===== config.mk =====
export PLATFORM = sky130hd
export DESIGN_NAME = usr_burst
export DESIGN_NICKNAME = d
export VERILOG_FILES = /design/src/rtl/usr_burst.sv
export SDC_FILE = /design/constraint.sdc
export NUM_CORES = 1
export LEC_CHECK = 0
export CORE_UTILIZATION = 40
export CTS_BUF_LIST = sky130_fd_sc_hd__clkbuf_4
export CTS_CLUSTER_DIAMETER = 30
export DETAILED_ROUTE_END_ITERATION = 16
export PLACE_DENSITY = 0.77
export SLEW_MARGIN = 0
export SYNTH_ARGS = -nofsm -noshare
export SYNTH_HDL_FRONTEND = slang
export SYNTH_SLANG_ARGS = --single-unit

===== constraint.sdc =====
create_clock -name clk -period 1.3 [get_ports clk]
set_input_delay 0.26 -clock clk [delete_from_list [all_inputs] [get_ports clk]]
set_output_delay 0.26 -clock clk [all_outputs]
set_load 0.02 [all_outputs]

===== src/rtl/usr_burst.sv =====
// usr_burst: N-bit universal shift/rotate register with a burst engine.
// Direct ops apply every cycle in IDLE. A valid start latches a step-class
// op and a count, then runs that op once per cycle until the count is used up.
//
// Handshake: start is a one-cycle request sampled only in IDLE. It is accepted
// when count != 0 and mode is step-class. Acceptance is visible as busy=1 from
// the following cycle. Completion is the single-cycle done pulse that follows
// the last step. In that cycle the block is back in IDLE and can accept a new
// start immediately.
module usr_burst #(
    parameter int N  = 8,
    parameter int CW = 4
) (
    input  logic          clk,
    input  logic          rst,
    input  logic [2:0]    mode,
    input  logic [N-1:0]  p_data,
    input  logic          sin_left,
    input  logic          sin_right,
    input  logic          start,
    input  logic [CW-1:0] count,
    output logic [N-1:0]  Q,
    output logic          sout_left,
    output logic          sout_right,
    output logic          busy,
    output logic          done,
    output logic          dbg_state
);

    typedef enum logic {
        IDLE = 1'b0,
        RUN  = 1'b1
    } state_t;

    state_t        state;
    logic [CW-1:0] remaining;
    logic [2:0]    burst_mode;
    logic          step_class;
    logic          start_ok;
    logic [N-1:0]  direct_next;
    logic [N-1:0]  burst_next;

    // Next register value for a given op; hold and unknown ops keep q.
    function automatic logic [N-1:0] apply_op(
        input logic [2:0]   op,
        input logic [N-1:0] q,
        input logic [N-1:0] pd,
        input logic         sl,
        input logic         sr
    );
        logic [N-1:0] r;
        r = q;
        case (op)
            3'b001:  r = {sl, q[N-1:1]};
            3'b010:  r = {q[N-2:0], sr};
            3'b011:  r = pd;
            3'b100:  r = {q[0], q[N-1:1]};
            3'b101:  r = {q[N-2:0], q[N-1]};
            3'b110:  r = {q[N-1], q[N-1:1]};
            3'b111:  r = '0;
            default: r = q;
        endcase
        return r;
    endfunction

    // Classify the live mode and compute both candidate next values.
    always_comb begin
        step_class = 1'b0;
        case (mode)
            3'b001, 3'b010, 3'b100, 3'b101, 3'b110: step_class = 1'b1;
            default:                                step_class = 1'b0;
        endcase
        start_ok    = start && (count != '0) && step_class;
        direct_next = apply_op(mode, Q, p_data, sin_left, sin_right);
        burst_next  = apply_op(burst_mode, Q, p_data, sin_left, sin_right);
    end

    assign sout_left  = Q[N-1];
    assign sout_right = Q[0];
    assign dbg_state  = state;

    // Burst FSM together with the register and its registered status flags.
    always_ff @(posedge clk or negedge rst) begin
        if (!rst) begin
            state      <= IDLE;
            Q          <= '0;
            remaining  <= '0;
            burst_mode <= 3'b000;
            busy       <= 1'b0;
            done       <= 1'b0;
        end else begin
            case (state)
                IDLE: begin
                    done <= 1'b0;
                    if (start_ok) begin
                        // E0: latch the burst and hold Q; stepping starts next edge.
                        burst_mode <= mode;
                        remaining  <= count;
                        busy       <= 1'b1;
                        state      <= RUN;
                    end else begin
                        Q <= direct_next;
                    end
                end
                RUN: begin
                    Q         <= burst_next;
                    remaining <= remaining - 1'b1;
                    if (remaining == CW'(1)) begin
                        state <= IDLE;
                        busy  <= 1'b0;
                        done  <= 1'b1;
                    end
                end
                default: begin
                    state <= IDLE;
                    busy  <= 1'b0;
                    done  <= 1'b0;
                end
            endcase
        end
    end

endmodule


; After elaboration in Yosys (flattened, before gate mapping)
; Cells that the tools add are included.
[word_totals]
in_bits = 20
elab_cells = 56
out_inout_bits = 13
reg_bits = 18
[op_classes]
n_bitwise = 1
add_sub_neg = 1
n_reduce_logical = 8
eq_ne = 24
mux = 15
[op_table]
columns = op, count
row1 = $pmux 8 s7, 2
row2 = $eq 3x3->1 const B, 8
row3 = $ne 8x1->1 const B, 2
row4 = $pmux 8 s2, 1
row5 = $ne 7x1->1 const B, 2
row6 = $eq 3x2->1 const B, 4
row7 = $mux 8, 1
row8 = $ne 2x2->1 const B, 4
row9 = $pmux 4 s2, 1
row10 = $eq 3x1->1 const B, 2
row11 = $mux 1, 6
row12 = $pmux 1 s2, 3
row13 = $reduce_and 5->1, 1
row14 = $reduce_or 5->1, 1
row15 = $eq 4x1->1 const B, 1
row16 = $mux 4, 1
row17 = $reduce_and 2->1, 2
row18 = $reduce_bool 4->1, 1
row19 = $sub 4x1->4 const B, 1
row20 = $reduce_and 3->1, 1
row21 = $logic_and 1x1->1, 2
row22 = $ne 2x1->1 const B, 1
row23 = $not 1->1, 1

; Logic depth before layout (Yosys ltp)
[depth]
depth_word = 6
depth_mapped = 6
ltp_nobuf = 5

; Worst setup path before layout
; OpenSTA, ideal clock, no wires.
[synth_timing]
path_type = register -> register
from = register state, in the netlist dbg_state
to = register Q[1]
arrival_ns = 1.411
stages_incl_launch_ff = 5
period_less_slack_ns = 1.539
setup_time_ns = 0.128
path_slack_ns = -0.239
path_buffers = 1
required_time_ns = 1.172
cell_sequence = dfrtp_1 > clkbuf_1 > nand3_1 > a221oi_1 > o31ai_2
[synth_via]
elab_chain_cells = 3
elab_cells_between_ends = 6
cone_classes = eq/ne (3) / mux (1) / bitwise (1) / reduce/logical (1)
[synth_lines]
columns = element, line
row1 = start: declaration, 35  ; state_t state;
row2 = start signal: assignment, 85  ; state <= IDLE;
row3 = start signal: assignment, 100  ; state <= RUN;
row4 = start signal: assignment, 109  ; state <= IDLE;
row5 = $not 1->1 (no source line), --
row6 = $ne 8x1->1 (no source line) / $ne 2x2->1 (equally long branches), --
row7 = $reduce_and 3->1 (no source line), --
row8 = end signal: assignment, 102  ; Q <= direct_next;
row9 = end signal: assignment, 106  ; Q <= burst_next;
row10 = end: declaration, 22  ; output logic [N-1:0] Q,
; Parallel ways exist; a longest one is shown, timed or not.
; A chain may end at the register's enable or synchronous reset.

; Worst setup path in the final report
[layout_timing]
from = register state, in the netlist dbg_state
to = register Q[6]
; The elaborated chain is that of the path after synthesis.

==> out/results.txt <==
Via count = 1,855
Final period utilization = 1.12
Status = finished, violations left
Die area = 4220 um2
Tot Pwr = 6.89 mW
Io pins = 33
Initial antenna violation count = 0
Failing checks = setup timing
Power Dens Cells = 2360 nW/um2
Main area contributors after synthesis = dfrtp_1 28%, mux2i_1 7.6%, o31ai_2 6.3%, a221oi_1 5.5%, nand3_1 4.1%
Finished Core Util = 0.778
Design area = 2910 um2
Post-layout min period = 1.46 ns
Worst slew pin tran = 0.465 ns
Largest net degree at the start of global routing = 19
Share of layout cells above drive strength 1 = 0.549
Gr ovfl total = 0
Most common cell after layout, fill and taps aside = buf_4
WS Path Type = reg2reg
Yosys cell types = 49
Via-to-Cell Ratio = 5.95
HP Class = in2async
CTS tree = built
Post-synthesis register bit count = 18
Clk slew on worst S/H paths = 0.12 ns
Reg2Reg Depth = 5
Initial DRC Count = 169
Pleak = 1.25 nW
Detailed Place HPWL = 3.55 mm
ANT nets after route = 0
Seq/Total Area, Yosys = 0.284
Layout Nets = 287
Most frequent cells in the layout = 49 x buf_4, 21 x buf_6, 13 x dfrtp_1
DRC errors left = 0
Fmax = 0.686 GHz
Drt total wl = 5.91 mm
Final Hold Vio Count = 0
Clock Skews = 0.0126 ns
First-pass GRT wire length = 9.29 mm
CTS sink count = 18
Setup tns final = -1.19 ns
Synthesized area = 1590 um2
DP Cell Count = 287
Syn. warnings = 0
Post-Syn Nets = 193
H-tree levels = 1
Crit. End Element = flip-flop
Num rows = 22
DR WL/cell = 18.9 um
Cells after synthesis = 171
Setup Viol. Count Final = 11
Fin. max-slew vios = 0
Area grow syn2layout = 83.8%
Longest Clk Path Bufs = 2
Slew HR = 0.686
Max-cap violations = 0
CTS root buffer = clkbuf_4
Finished Layout Cells = 312
Port Buf Inserts = 32
Final setup margin = -0.158 ns
ANT cells = 0
GPL Wtd Cong = 0.922
RSZ-0062 raised after global routing = yes
Place WS = -0.788 ns
GRT Overall Usage = 0.294
Die Ht = 65.0 um
Syn avg cell area = 9.27 um2
Die span in x = 65.0 um
Placed cell area = 2350 um2
Element type at the critical path start = flip-flop
Vias in the first global route = 2,033
CP arrival = 1.66 ns
Top cell type's share of synthesized area = 0.284
Crit Path Max Fanout = 6
Drt first pass iters = 5
Effective utilization at floorplan = 0.423
CTS buffer count = 3
Post-synth top area cell = dfrtp_1
Maximum VDD drop = 1350 uV
Placeable Area = 3740 um2
Clock latency on the worst-skew pair = 0.31 ns
Hold Worst Slack = 0.279 ns
Required @ worst endpoint = 1.51 ns
## sequential cells by signal, indices dropped and copies added (netlist names)
signal,cells
remaining,4
dbg_state,1
Q,8
burst_mode,3
done,1
busy,1
## path summary, 6_finish.rpt
path | from | endpoint | slack [ns]
max | dbg_state | Q[6] | -0.16
min | rst | Q[4] | 0.28
max reg2reg | dbg_state | Q[6] | -0.16
min reg2reg | done | done | 0.52
max in group asynchronous | rst | burst_mode[2] | 0.78
min in group clk | count[2] | remaining[2] | 0.38
## worst max-delay path, cell delays in order (launching register included)
cell,delay [ns]
dfrtp_2,0.47
buf_8,0.17
inv_8,0.07
o221ai_4,0.18
a222oi_1,0.37
o31ai_2,0.10
## per-layer routing
layer,vias up,part of all wire,track usage
met5,-,0,0
met4,0,0.022,0.153
met3,16,0.048,0.0528
met2,82,0.53,0.533
met1,906,0.40,0.322
li1,851,-,-
## cells by family after synthesis
logic type | count (synthesis) | synth area share
compound gates | 55 | 0.305
buf+inv | 23 | 0.0702
fa+ha+maj | 2 | 0.0158
mux | 15 | 0.0971
flops | 18 | 0.284
simple gates | 54 | 0.206
xor+xnor | 4 | 0.0221
## cells in the mapped netlist, drive strengths merged
cell,number
dfrtp,18
nand3,13
buf,12
mux2i,12
a221oi,10
o31ai,10
nand2b,8
nor2,8
inv,7
a32o,6
or2,6
a21oi,5
nand2,5
o2bb2ai,5
clkbuf,4
o21ai,4
mux2,3
nor3,3
o221ai,3
a211oi,2
a21o,2
ha,2
nand3b,2
nor2b,2
nor4,2
xnor2,2
xor2,2
a2111oi,1
a21bo,1
a222oi,1
a2bb2oi,1
a31oi,1
and2,1
and4b,1
nor3b,1
o211ai,1
o311a,1
o311ai,1
or3,1
or3b,1
## cell type report
cell class | count | area [um2]
clock inverter | 1 | 3.75
tap | 48 | 60.1
sequential | 18 | 457
timing repair buffer | 105 | 1010
fill | 240 | 830
inverter | 7 | 33.8
multi-input combinational | 130 | 1330
clock buffer | 3 | 22.5
## power by group
| part | switching (mW) | internal [mW] |
|---|---|---|
| clock network | 0.200 | 0.112 |
| logic | 2.55 | 2.89 |
| registers | 0.285 | 0.845 |
| total | 3.04 | 3.85 |
## timing repair
item / 4_1_cts / 5_1_grt
resized for setup: 112 / 23
setup endpoints to repair: 30 / 21
buffers inserted: 19 / 4
hold buffers: 0 / 0
pin swaps: 34 / 6
gates cloned: 2 / 0
No activity file was read; power rests on OpenSTA's default activity.
